**src/rtl/event_enc_pkg.sv**
```systemverilog
// Shared constants and types for the 8-to-3 event encoder.
package event_enc_pkg;
  localparam int ENC_SIZE_IN  = 8;
  localparam int ENC_SIZE_OUT = 3;

  typedef logic [ENC_SIZE_IN-1:0]  req_vec_t;
  typedef logic [ENC_SIZE_OUT-1:0] enc_idx_t;

  // Lines already high when reset releases must not look like fresh edges.
  localparam req_vec_t REQ_D_RESET = 8'hFF;
endpackage

```
**src/rtl/rr_pick_8.sv**
```systemverilog
// Combinational picker: first set bit of an 8-bit map, searching upward from
// a start index with wrap. mode=0 forces the search to start at 0 (fixed priority).
module rr_pick_8
  import event_enc_pkg::*;
(
  input  logic     [ENC_SIZE_IN-1:0] bitmap,
  input  enc_idx_t                   start,
  input  logic                       mode,
  output logic                       found,
  output enc_idx_t                   index,
  output logic     [ENC_SIZE_IN-1:0] grant
);

  enc_idx_t base;
  enc_idx_t pos;

  assign base = mode ? start : '0;

  // Scan from the farthest offset down so the nearest hit is the one kept.
  always_comb begin
    found = 1'b0;
    index = '0;
    pos   = '0;
    for (int k = ENC_SIZE_IN - 1; k >= 0; k--) begin
      pos = base + enc_idx_t'(k);
      if (bitmap[pos]) begin
        found = 1'b1;
        index = pos;
      end
    end
  end

  assign grant = found ? (req_vec_t'(1) << index) : '0;

endmodule

```
**src/rtl/event_encoder_8x3.sv**
```systemverilog
// Sequential 8-to-3 event encoder: latches rising edges of req as pending
// events and emits one encoded index per valid/ready handshake.
module event_encoder_8x3
  import event_enc_pkg::*;
#(
  parameter int SIZE_IN     = ENC_SIZE_IN,
  parameter int SIZE_OUT    = ENC_SIZE_OUT,
  parameter int ROUND_ROBIN = 0
) (
  input  logic                clk,
  input  logic                rst_n,
  input  logic [SIZE_IN-1:0]  req,
  input  logic                out_ready,
  input  logic                ovf_clr,
  output logic                out_valid,
  output logic [SIZE_OUT-1:0] out_code,
  output logic [SIZE_IN-1:0]  pending,
  output logic [SIZE_IN-1:0]  overflow
);

  req_vec_t req_d;
  req_vec_t req_edge;
  req_vec_t pick_grant;
  req_vec_t grant_mask;
  enc_idx_t pick_index;
  enc_idx_t rr_ptr;
  logic     pick_found;
  logic     slot_free;
  logic     load;

  assign req_edge = req & ~req_d;

  // Handshake: out_code is consumed on any clk edge where out_valid and
  // out_ready are both high; out_valid/out_code never change while
  // out_valid=1 and out_ready=0, and a consumed slot may reload the same edge.
  assign slot_free  = ~out_valid | out_ready;
  assign load       = slot_free & pick_found;
  assign grant_mask = load ? pick_grant : '0;

  // Selection looks only at registered pending, never at same-cycle edges.
  rr_pick_8 u_pick (
    .bitmap (pending),
    .start  (rr_ptr),
    .mode   (ROUND_ROBIN != 0),
    .found  (pick_found),
    .index  (pick_index),
    .grant  (pick_grant)
  );

  always_ff @(posedge clk or negedge rst_n) begin
    if (!rst_n) begin
      req_d     <= REQ_D_RESET;
      pending   <= '0;
      overflow  <= '0;
      out_valid <= 1'b0;
      out_code  <= '0;
      rr_ptr    <= '0;
    end else begin
      req_d    <= req;
      // An edge landing on the bit being granted is a new event and keeps it set.
      pending  <= (pending & ~grant_mask) | req_edge;
      overflow <= (ovf_clr ? '0 : overflow) | (req_edge & pending & ~grant_mask);
      if (slot_free) begin
        out_valid <= pick_found;
        if (pick_found) begin
          out_code <= pick_index;
          rr_ptr   <= pick_index + enc_idx_t'(1);
        end
      end
    end
  end

endmodule

```
**config.mk**
```make
export PLATFORM = sky130hd
export DESIGN_NAME = event_encoder_8x3
export DESIGN_NICKNAME = d
export VERILOG_FILES = /design/src/rtl/event_enc_pkg.sv /design/src/rtl/rr_pick_8.sv /design/src/rtl/event_encoder_8x3.sv
export SDC_FILE = /design/constraint.sdc
export NUM_CORES = 1
export LEC_CHECK = 0
export ABC_AREA = 1
export BUFFER_PORTS_ARGS = -buffer_cell sky130_fd_sc_hd__buf_2
export CAP_MARGIN = 20
export CORE_MARGIN = 2
export CORE_UTILIZATION = 57
export CTS_BUF_LIST = sky130_fd_sc_hd__clkbuf_8
export DETAILED_ROUTE_END_ITERATION = 10
export GPL_ROUTABILITY_DRIVEN = 1
export GPL_TIMING_DRIVEN = 0
export PLACE_DENSITY = 0.86
export SYNTH_ARGS = -nofsm -noshare
export SYNTH_HDL_FRONTEND = slang
export SYNTH_SLANG_ARGS = --single-unit
```
**constraint.sdc**
```tcl
create_clock -name clk -period 3.3 [get_ports clk]
set_input_delay 0.66 -clock clk [delete_from_list [all_inputs] [get_ports clk]]
set_output_delay 0.66 -clock clk [all_outputs]
set_load 0.05 [all_outputs]
```
==> impl_metrics.prom <==
# TYPE chip_impl_metric gauge
chip_impl_metric{name="synth.cell_area",unit="um2"} 1155
chip_impl_metric{name="area_taken_by_multi_input_logic_gates",unit="um2"} 369.1
chip_impl_info{name="ys_top_cells_by_area",value="dfrtp_1, dfstp_2, nand2_1"} 1
chip_impl_metric{name="gr-total-overflow",unit=""} 0
chip_impl_metric{name="dp_cells",unit=""} 189
chip_impl_metric{name="cts-buffers-inserted",unit=""} 3
chip_impl_metric{name="overall_via_count_from_detail_route",unit=""} 940
chip_impl_info{name="yosys_most_used_dff",value="dfrtp_1"} 1
chip_impl_metric{name="final_critical_path_share_of_the_clock_period",unit=""} 0.5059
chip_impl_metric{name="routabilityCongestion",unit=""} 0.7994
chip_impl_info{name="synth_most_common_cell",value="nand2_1"} 1
chip_impl_metric{name="power.leakage",unit="uW"} 0.0007839
chip_impl_metric{name="yosysTopAreaCellShare",unit=""} 0.4334
chip_impl_metric{name="timing.fmax",unit="MHz"} 599.0
chip_impl_metric{name="height_of_the_die",unit="um"} 49.01
chip_impl_metric{name="critical_path_arrival",unit="ns"} 1.01
chip_impl_metric{name="layout_area_overhead",unit="%"} 22.54
chip_impl_metric{name="internal-power",unit="uW"} 612.6
chip_impl_info{name="synthTopCellsByCount",value="nand2_1, dfrtp_1, inv_1, nor2_1, dfstp_2"} 1
chip_impl_metric{name="wirelength",unit="um"} 2187
chip_impl_metric{name="crit_path_max_incr_delay",unit="ns"} 0.44
chip_impl_metric{name="design.final.nets",unit=""} 179
chip_impl_metric{name="global_routing_usage_on_met3",unit=""} 0.03067
chip_impl_metric{name="combinational_fraction_of_design_power",unit=""} 0.291
chip_impl_info{name="synth.largest_area_cell",value="dfrtp_1"} 1
chip_impl_metric{name="clkLatencyLatePin",unit="ns"} 0.27
chip_impl_metric{name="synth_cell_types",unit=""} 18
chip_impl_info{name="cp_cell_sequence",value="buf_2"} 1
chip_impl_metric{name="antenna_left",unit=""} 0
chip_impl_metric{name="dp.final_hpwl",unit="um"} 1665
chip_impl_metric{name="syn_avg_cell_area",unit="um2"} 8.816
chip_impl_metric{name="power.share.switching",unit=""} 0.3639
chip_impl_metric{name="synth-async-reset-ratio",unit=""} 1.000
chip_impl_metric{name="die_width",unit="um"} 49.01
chip_impl_metric{name="finalHoldViolCount",unit=""} 0
chip_impl_metric{name="timing.critical_path.required",unit="ns"} 2.64
chip_impl_metric{name="postcts_setup_bufs",unit=""} 0
chip_impl_metric{name="grt.met1_usage",unit=""} 0.2140
chip_impl_metric{name="die_area",unit="um2"} 2402
chip_impl_metric{name="cts.repair.resized",unit=""} 0
chip_impl_metric{name="antenna_cells_inserted",unit=""} 0
chip_impl_info{name="outcome",value="completed"} 1
chip_impl_metric{name="critical_path.max_fanout",unit=""} 6
chip_impl_info{name="ctsRootBufferMaster",value="clkbuf_8"} 1
chip_impl_metric{name="detailedRoute.firstPassIterationCount",unit=""} 4
chip_impl_metric{name="place_ws",unit="ns"} 1.762
chip_impl_metric{name="grt_max_degree",unit=""} 29
chip_impl_metric{name="total_power_density_per_cell_area",unit="nW/um2"} 680.5
chip_impl_info{name="critical-path-top-delay-family",value="flip-flops"} 1
chip_impl_metric{name="post-route-drc-count",unit=""} 0
chip_impl_metric{name="totalNegativeSetupSlack",unit="ns"} 0
chip_impl_metric{name="syn-instance-count",unit=""} 131
chip_impl_metric{name="number_of_antenna_violations_at_the_first_check_in_global_routing",unit=""} 0
chip_impl_metric{name="fraction_of_layout_cells_with_a_size_suffix_above_1",unit=""} 0.3072
chip_impl_metric{name="io_pins",unit=""} 32
chip_impl_metric{name="setup_slack",unit="ns"} 1.630
chip_impl_metric{name="post_drt_via_cell_ratio",unit=""} 4.870
chip_impl_metric{name="io_buffer_count",unit=""} 31
chip_impl_metric{name="tightest_slew",unit="ns"} 0.5903
chip_impl_metric{name="wire_per_inst",unit="um"} 11.33
chip_impl_metric{name="worst_slew_margin_relative_to_its_limit",unit=""} 0.6064
chip_impl_metric{name="power.sequential.fraction",unit=""} 0.436
chip_impl_metric{name="total_power_consumption",unit="uW"} 963.0
chip_impl_info{name="hp-class",value="input port to async pin"} 1
chip_impl_metric{name="p_sw",unit="uW"} 350.4
chip_impl_info{name="cp_slowest_cell",value="dfrtp_1"} 1
chip_impl_metric{name="coreArea",unit="um2"} 1942
chip_impl_metric{name="maxCapViolCount",unit=""} 0
chip_impl_metric{name="clkSinkCount",unit=""} 28
chip_impl_metric{name="setup_viol",unit=""} 0
chip_impl_metric{name="drt_iter0_drc",unit=""} 12
chip_impl_metric{name="synth-edff-count",unit=""} 0
chip_impl_metric{name="clkSlewWorstSetupHoldPaths",unit="ns"} 0.09
chip_impl_metric{name="critPathBufInv",unit=""} 1
chip_impl_metric{name="rows",unit=""} 16
chip_impl_metric{name="final-max-slew-violation-count",unit=""} 0
chip_impl_metric{name="n_fill_cell",unit=""} 166
chip_impl_metric{name="final_util",unit=""} 0.7287
chip_impl_metric{name="start_util",unit=""} 0.5947
chip_impl_metric{name="register_area",unit="um2"} 710.7
chip_impl_metric{name="power.share.clock",unit=""} 0.273
chip_impl_metric{name="grt_util_all_layers",unit=""} 0.2036
chip_impl_metric{name="grt_pass1_vias",unit=""} 957
chip_impl_metric{name="grt_pass1_wl",unit="um"} 3788
chip_impl_metric{name="grt.met2_usage",unit=""} 0.4041
chip_impl_info{name="cts_tree",value="done"} 1
chip_impl_info{name="critical_path_class",value="register to output port"} 1
chip_impl_info{name="busiest_layer",value="met2"} 1
chip_impl_info{name="critPathLaunchType",value="register"} 1
chip_impl_metric{name="h-tree-depth",unit=""} 1
chip_impl_metric{name="vdd_ir_drop_max",unit="V"} 0.0004715
chip_impl_info{name="cp-end-kind",value="output port"} 1
chip_impl_metric{name="postSynthNetCount",unit=""} 143
chip_impl_metric{name="cts_hold_buffers",unit=""} 0
chip_impl_metric{name="ys_warn_count",unit=""} 0
chip_impl_metric{name="worst_clock_skew",unit="ns"} 0.002273
chip_impl_metric{name="cts_buffer_depth",unit=""} 2
chip_impl_metric{name="final_cell_count_no_fill",unit=""} 193
chip_impl_metric{name="fin_crit",unit="ns"} 1.670
chip_impl_info{name="grt_setup_unrepaired",value="false"} 1
chip_impl_metric{name="synth_seq_area_share",unit=""} 0.6154
chip_impl_metric{name="synth.ff_latch_count",unit=""} 28
## cell type report
class / count / area share
tap: 27 / 0.02387
inverter: 20 / 0.05305
clock inverter: 1 / 0.02122
clock buffer: 3 / 0.02918
multi-input combinational: 83 / 0.2608
sequential: 28 / 0.5022
timing repair buffer: 31 / 0.1096
## layout by cell type, fill, tap and decap left out
cell type	count
nand2_1	50
buf_2	31
dfrtp_1	20
inv_1	18
nor2_1	11
dfstp_2	8
o21ai_1	5
o21ai_0	3
clkbuf_8	3
nor2_2	2
inv_2	2
nand2_2	2
nand3_1	2
nand4_1	2
nor3_1	1
a21oi_1	1
o21ai_4	1
o31ai_2	1
o22ai_1	1
nand3b_1	1
bufinv_16	1
## stage by stage
step           instance area, um2  hold WS [ns]
6_report                     1415        0.3800
3_3_place_gp                 1344        0.4531
4_1_cts                      1415        0.4012
3_5_place_dp                 1344        0.4645
5_1_grt                      1415        0.4269
2_1_floorplan                1155        0.3644
## worst paths after layout
kind                             start          end  slack (ns)  cells after the start
max in group asynchronous        rst_n   pending[7]        2.53                      1
min                              rst_n  overflow[2]        0.38                      1
min in group clk           out_code[2]  out_code[2]        0.48                      2
max reg2reg                 pending[2]   pending[4]        1.93                      8
max                         pending[7]   pending[7]        1.63                      1
min reg2reg                out_code[2]  out_code[2]        0.48                      2
## kinds of logic (layout without fill, tap and decap cells)
| logic type | Yosys count | count (layout) | share of synthesized area |
|---|---|---|---|
| buffers and inverters | 20 | 55 | 0.06500 |
| DFF | 28 | 28 | 0.6154 |
| AOI/OAI and AO/OA | 12 | 12 | 0.06933 |
| and+or+nand+nor | 71 | 71 | 0.2503 |
## flip-flops by register name (all words and copies together), names as in the netlist
register,cells
out_code,3
out_valid,1
overflow,8
pending,8
req_d,8
## metal layers
metal  wire length [um]  vias up
met5                  0        -
li1                   -      469
met3                108        2
met4                 13        0
met1                875      443
met2               1190       26
## power groups by stage
stage | Clock (uW) | Combinational, uW | Sequential, uW
2_1_floorplan | 0 | 78.5 | 553
3_3_place_gp | 0 | 274 | 423
3_5_place_dp | 0 | 281 | 425
4_1_cts | 268 | 282 | 419
5_1_grt | 278 | 302 | 425
6_report | 263 | 280 | 420
Power figures use the tool's default switching activity.
